File: config.mk
export PLATFORM = sky130hd
export DESIGN_NAME = scoreboard_ctrl
export DESIGN_NICKNAME = d
export VERILOG_FILES = /design/src/rtl/scoreboard_ctrl_pkg.sv /design/src/rtl/sb_pend_cnt.sv /design/src/rtl/scoreboard_ctrl.sv
export SDC_FILE = /design/constraint.sdc
export NUM_CORES = 1
export LEC_CHECK = 0
export CAP_MARGIN = 20
export CORE_UTILIZATION = 50
export CTS_CLUSTER_SIZE = 28
export DETAILED_ROUTE_END_ITERATION = 8
export GPL_TIMING_DRIVEN = 0
export HOLD_SLACK_MARGIN = 0.03
export MAX_ROUTING_LAYER = met4
export PLACE_DENSITY = 0.69
export SLEW_MARGIN = 20
export SYNTH_ARGS = -nofsm -noshare
export SYNTH_HDL_FRONTEND = slang
export SYNTH_HIERARCHICAL = 1
export SYNTH_SLANG_ARGS = --single-unit
File: constraint.sdc
create_clock -name clk -period 11.8 [get_ports clk]
set_input_delay 2.95 -clock clk [delete_from_list [all_inputs] [get_ports clk]]
set_output_delay 2.95 -clock clk [all_outputs]
set_load 0.02 [all_outputs]
File: src/rtl/scoreboard_ctrl_pkg.sv
// scoreboard_ctrl_pkg
//   Shared parameters and types for the ID->EXE issue scoreboard.
//   REG_ADDR_SIZE : MSB index of a register address (5-bit addresses).
//   SB_CNT_W      : default width of each pending-write counter.
//   sb_state_e    : drain handshake state encodings.
package scoreboard_ctrl_pkg;

  localparam int REG_ADDR_SIZE = 4;
  localparam int SB_CNT_W      = 2;

  typedef enum logic [1:0] {
    SB_RUN   = 2'd0,
    SB_DRAIN = 2'd1,
    SB_DONE  = 2'd2
  } sb_state_e;

endpackage

File: src/rtl/sb_pend_cnt.sv
// sb_pend_cnt
//   Pending-write counter for one architectural register.
//   clk, rst_n : clock, async active-low reset
//   inc        : an instruction writing this register issues
//   dec        : a writeback to this register retires
//   cnt        : current count of in-flight writers
//   zero, full : count is 0 / count is at its maximum
//   underflow  : writeback seen while no writer is outstanding
module sb_pend_cnt #(
  parameter int CNT_W = 2
) (
  input  logic             clk,
  input  logic             rst_n,
  input  logic             inc,
  input  logic             dec,
  output logic [CNT_W-1:0] cnt,
  output logic             zero,
  output logic             full,
  output logic             underflow
);

  logic [CNT_W-1:0] cnt_q;
  logic [CNT_W-1:0] cnt_d;

  assign zero      = (cnt_q == '0);
  assign full      = (cnt_q == '1);
  assign underflow = dec & zero;
  assign cnt       = cnt_q;

  // Simultaneous inc and dec cancel. Saturation on both ends keeps a stray
  // writeback from wrapping the count; the issue gate prevents increments at full.
  always_comb begin
    cnt_d = cnt_q;
    if (inc && !dec && !full) begin
      cnt_d = cnt_q + CNT_W'(1);
    end else if (dec && !inc && !zero) begin
      cnt_d = cnt_q - CNT_W'(1);
    end
  end

  always_ff @(posedge clk or negedge rst_n) begin
    if (!rst_n) begin
      cnt_q <= '0;
    end else begin
      cnt_q <= cnt_d;
    end
  end

endmodule

File: src/rtl/scoreboard_ctrl.sv
// scoreboard_ctrl
//   Issue controller at the ID->EXE boundary. Keeps one pending-write counter
//   per architectural register (x0 untracked), blocks issue on RAW hazards and
//   on a destination counter that would overflow, and provides a drain
//   handshake used by fence/CSR/ecall.
//
//   Inputs : clk, rst_n, id_valid, id_rs1/id_rs2 (+ _used), id_rd, id_rd_valid,
//            exe_ready, flush, wb_valid, wb_rd, drain_req
//   Outputs: issue, stall (combinational), drain_ack, err (registered)
//
//   Optional: SCOREBOARD_STALL_CNT_EN adds output stall_cycles[31:0], a free-
//   running count of cycles with stall asserted.
//
//   state    | meaning
//   ---------+--------------------------------------------------------------
//   SB_RUN   | normal operation, issue allowed when hazard-free
//   SB_DRAIN | drain requested, waiting for all pending writes to retire
//   SB_DONE  | no writes pending, drain_ack asserted until request drops
module scoreboard_ctrl
  import scoreboard_ctrl_pkg::*;
#(
  parameter int NREGS = 32,
  parameter int CNT_W = SB_CNT_W
) (
  input  logic                   clk,
  input  logic                   rst_n,
  input  logic                   id_valid,
  input  logic [REG_ADDR_SIZE:0] id_rs1,
  input  logic [REG_ADDR_SIZE:0] id_rs2,
  input  logic                   id_rs1_used,
  input  logic                   id_rs2_used,
  input  logic [REG_ADDR_SIZE:0] id_rd,
  input  logic                   id_rd_valid,
  input  logic                   exe_ready,
  input  logic                   flush,
  input  logic                   wb_valid,
  input  logic [REG_ADDR_SIZE:0] wb_rd,
  input  logic                   drain_req,
  output logic                   issue,
  output logic                   stall,
  output logic                   drain_ack,
  output logic                   err
`ifdef SCOREBOARD_STALL_CNT_EN
  ,
  output logic [31:0]            stall_cycles
`endif
);

  localparam int AW = REG_ADDR_SIZE + 1;

  logic [NREGS-1:0] eff_zero;
  logic [NREGS-1:0] eff_full;
  logic [NREGS-1:0] underflow;
  logic             hazard;
  logic             all_clear;

  sb_state_e state_q, state_d;
  logic      err_q, err_d;

  genvar r;
  generate
    for (r = 0; r < NREGS; r++) begin : g_reg
      if (r == 0) begin : g_x0
        assign eff_zero[r]  = 1'b1;
        assign eff_full[r]  = 1'b0;
        assign underflow[r] = 1'b0;
      end else begin : g_cnt
        logic             inc_r;
        logic             dec_r;
        logic [CNT_W-1:0] cnt_r;
        logic             zero_r;
        logic             full_r;

        assign inc_r = issue & id_rd_valid & (id_rd == AW'(r));
        assign dec_r = wb_valid & (wb_rd == AW'(r));

        sb_pend_cnt #(.CNT_W(CNT_W)) u_cnt (
          .clk       (clk),
          .rst_n     (rst_n),
          .inc       (inc_r),
          .dec       (dec_r),
          .cnt       (cnt_r),
          .zero      (zero_r),
          .full      (full_r),
          .underflow (underflow[r])
        );

        // Effective count subtracts a same-cycle writeback: the register file
        // is write-through, so the retiring value is already readable.
        assign eff_zero[r] = zero_r | (dec_r & (cnt_r == CNT_W'(1)));
        assign eff_full[r] = full_r & ~dec_r;
      end
    end
  endgenerate

  assign hazard = (id_rs1_used && (id_rs1 != '0) && !eff_zero[id_rs1]) ||
                  (id_rs2_used && (id_rs2 != '0) && !eff_zero[id_rs2]) ||
                  (id_rd_valid && (id_rd  != '0) &&  eff_full[id_rd]);

  assign all_clear = &eff_zero;

  // drain_req blocks issue combinationally so nothing slips out in the
  // request cycle while the FSM is still in RUN.
  assign issue = id_valid && exe_ready && !flush && !hazard &&
                 (state_q == SB_RUN) && !drain_req;
  assign stall = id_valid && !flush && !issue;

  always_comb begin
    state_d = state_q;
    case (state_q)
      SB_RUN:   if (drain_req) state_d = SB_DRAIN;
      SB_DRAIN: begin
        if (!drain_req)     state_d = SB_RUN;
        else if (all_clear) state_d = SB_DONE;
      end
      SB_DONE:  if (!drain_req) state_d = SB_RUN;
      default:  state_d = SB_RUN;
    endcase
  end

  assign err_d = err_q | (|underflow);

  always_ff @(posedge clk or negedge rst_n) begin
    if (!rst_n) begin
      state_q <= SB_RUN;
      err_q   <= 1'b0;
    end else begin
      state_q <= state_d;
      err_q   <= err_d;
    end
  end

  assign drain_ack = (state_q == SB_DONE);
  assign err       = err_q;

`ifdef SCOREBOARD_STALL_CNT_EN
  logic [31:0] stall_cnt_q, stall_cnt_d;

  assign stall_cnt_d = stall_cnt_q + 32'(stall);

  always_ff @(posedge clk or negedge rst_n) begin
    if (!rst_n) begin
      stall_cnt_q <= '0;
    end else begin
      stall_cnt_q <= stall_cnt_d;
    end
  end

  assign stall_cycles = stall_cnt_q;
`endif

endmodule

==> impl_metrics.toml <==
[sta]
final_max_slew_viol_count = 0
hold_violations = 0
finClkSkew_ps = 9.031
slew_headroom = 0.4584
period_minus_slack_ps = 9751
setup_viol = 0
tns_ps = 0
fmax_mhz = 102.6
finalCritPeriodShare = 0.8263
grt_setup_unrepaired = "no"
tightest_slew_ps = 809.3
setup_slack_ps = 2049

[global_route]
grt_max_degree = 35
antenna_found_initial = 0
grt_use_total = 0.3148
grt_pass1_vias = 6159
grt_overflow = 0
grt_pass1_wl_um = 33490

[final_layout]
seqCellArea_um2 = 1627
multi_input_area_um2 = 4960
fin_area_um2 = 7782
antenna_cells = 0
final_util = 0.5808
layout.cells.non_filler = 1113
nFillCells = 1274
final_common_cell = "nor2_1"
drive_gt1_frac = 0.1590
final_cell_mix = "136 x nor2_1, 71 x nand2b_1, 66 x and2_1"
nets = 962
syn_to_final_growth_pct = 12.25

[place]
dp_hpwl_um = 15950
place_area_um2 = 7471
gp_congestion = 0.9970
io_buffer_count = 30
pre_cts_ws_ps = 2240
dpl.cell_count = 1097

[synthesis]
yosysWarnings = 6
syn_area_um2 = 6933
ys.flop_type = "dfrtp_1"
synthTopCellsByArea = "dfrtp_1 23%, nor3_2 8.7%, nor2_1 7.4%"
ys_seq_elements = 65
synth_top_area_share = 0.2346
yosys.area.top_type = "dfrtp_1"
synth_edf_count = 0
synth.avg_cell_area_um2 = 7.790
syn-num-nets = 920
ys_types = 74
ys_async_sr_fraction = 1.000
syn_inst = 890
yosysSeqAreaShare = 0.2346

[critical_path]
cp-end-kind = "output pin"
crit_fanout = 10
critical_path_required_ps = 8850
crit_slowest_cell = "a211oi_2"
cp_cell_sequence = "clkdlybuf4s50_1, buf_4, and4_4, a41oi_1, o22ai_1, o311ai_1, o21ai_1, a211oi_2, buf_6, nor2_1, clkdlybuf4s50_1"
cp_data_arrival_time_ps = 6800
crit_path_max_incr_delay_ps = 650
worstSetupPathType = "in -> out"
start_kind = "primary input"
crit_top_cell = "clkdlybuf4s50_1"

[drt]
avgRoutedWirePerCell_um = 19.17
drcViolationCount = 0
drtIter0Drc = 722
ant_nets = 0
wl_met3_um = 1875
top_layer_used = "met4"
vias = 6905
wirelength_met1_um = 9684
wl_met2_um = 9051
wl_um = 21340
avgViaCountPerCell = 6.204
dr.pass1.iters = 5

[clocking]
cts_sinks = 65
cts_max_path_buffers = 2
cts_tree = "built"
cts-root-buf = "clkbuf_16"
htreeDepth = 3
insertion_delay_ps = 360
clkTransAtPathRegs_ps = 60
cts_resized = 0
postCtsHoldBufs = 0
cts_setup_buffers = 0
cts_made_buffers = 9

[status]
status = "finished, final reports clean"

[floorplanning]
io_pins = 34
die_width_um = 119.8
die_height_um = 119.8
dieArea_um2 = 14340
core.rowCount = 42
fp.coreArea_um2 = 13400
initial_utilization = 0.5174

[power]
leakagePower_nw = 2.798
power_density_nw_per_um2 = 82.77
ir_drop_mv = 0.06384

[job]
drv_cap = 0

[worst_hold_path]
hp-class = "reg -> reg"
[registers in the layout, indices dropped and copies added, names as in the netlist]
signal / flops
err: 1
g.g_cnt.u_cnt/cnt: 62
state_q: 2
[where the power goes]
part | switching [mW] | leakage (nW) | internal [mW] | total (mW)
Clock | 0.107 | 0.152 | 0.184 | 0.291
Sequential | 0.00874 | 0.899 | 0.228 | 0.237
Combinational | 0.0747 | 1.75 | 0.0420 | 0.117
Total | 0.190 | 2.80 | 0.454 | 0.644
[layout make-up]
cell class                 count  share of cell area
tap                          176             0.02830
inverter                      38             0.01833
clock buffer                  10             0.02942
clock inverter                 6             0.01061
sequential                    65              0.2090
buffer                        37             0.02621
multi-input combinational    750              0.6373
timing repair buffer          31             0.04084
[synthesized netlist by cell type (3+ instances only)]
cell and instances:
a2111oi_2 3, a211oi_1 9, a21oi_1 42, a21oi_2 31
a22oi_1 7, a311oi_1 5, a31oi_1 4, a41o_1 4
a41oi_1 19, and2_1 66, and3b_1 31, and4b_1 4
buf_2 7, buf_4 5, buf_6 5, clkbuf_1 18
dfrtp_1 65, inv_1 38, mux4_2 3, nand2_1 43
nand2b_1 71, nand3_1 9, nand4_1 24, nand4b_1 4
nor2_1 136, nor2b_1 46, nor3_1 3, nor3_2 60
nor4_1 15, nor4bb_1 4, o2111ai_1 3, o211ai_1 3
o21ai_0 8, o21ai_1 34, o221ai_1 3, o22ai_1 8
[cells by family after synthesis]
group                  share of synthesized area
multiplexers                             0.01263
flip-flops                                0.2346
AO/OA/AOI/OAI                             0.2191
XOR/XNOR                                0.002527
buffers and inverters                    0.04999
AND/OR/NAND/NOR                           0.4811
[final timing paths]
kind	start	end	slack, ps	cells past startpoint
min in group asynchronous	rst_n	g_reg[30].g_cnt.u_cnt/cnt[1]	2530	1
hold / removal	state_q[1]	state_q[0]	480	1
setup / recovery	wb_rd[4]	issue	2050	11
max in group asynchronous	rst_n	g_reg[3].g_cnt.u_cnt/cnt[1]	8730	2
hold reg to reg	state_q[1]	state_q[0]	480	1
setup reg to reg	g_reg[23].g_cnt.u_cnt/cnt[1]	g_reg[4].g_cnt.u_cnt/cnt[0]	8490	12
[critical path: cells and delay by family]
kind	cells	cell delay, ps
compound gates	5	1830
buf+inv	4	1720
simple gates	2	300
[layer usage]
metal / up-vias / track usage
met5: - / -
met4: 0 / 0.1398
met3: 52 / 0.06844
met2: 306 / 0.4462
met1: 3254 / 0.4281
li1: 3293 / -
[through the flow]
step | hold WS (ps) | total power [mW]
finish | 478.0 | 0.6442
global route | 531.2 | 0.6636
CTS | 478.0 | 0.6442
detailed placement | 472.1 | 0.3533
global placement | 471.8 | 0.3521
floorplan | 446.9 | 0.3065
No activity file was read; power rests on OpenSTA's default activity.
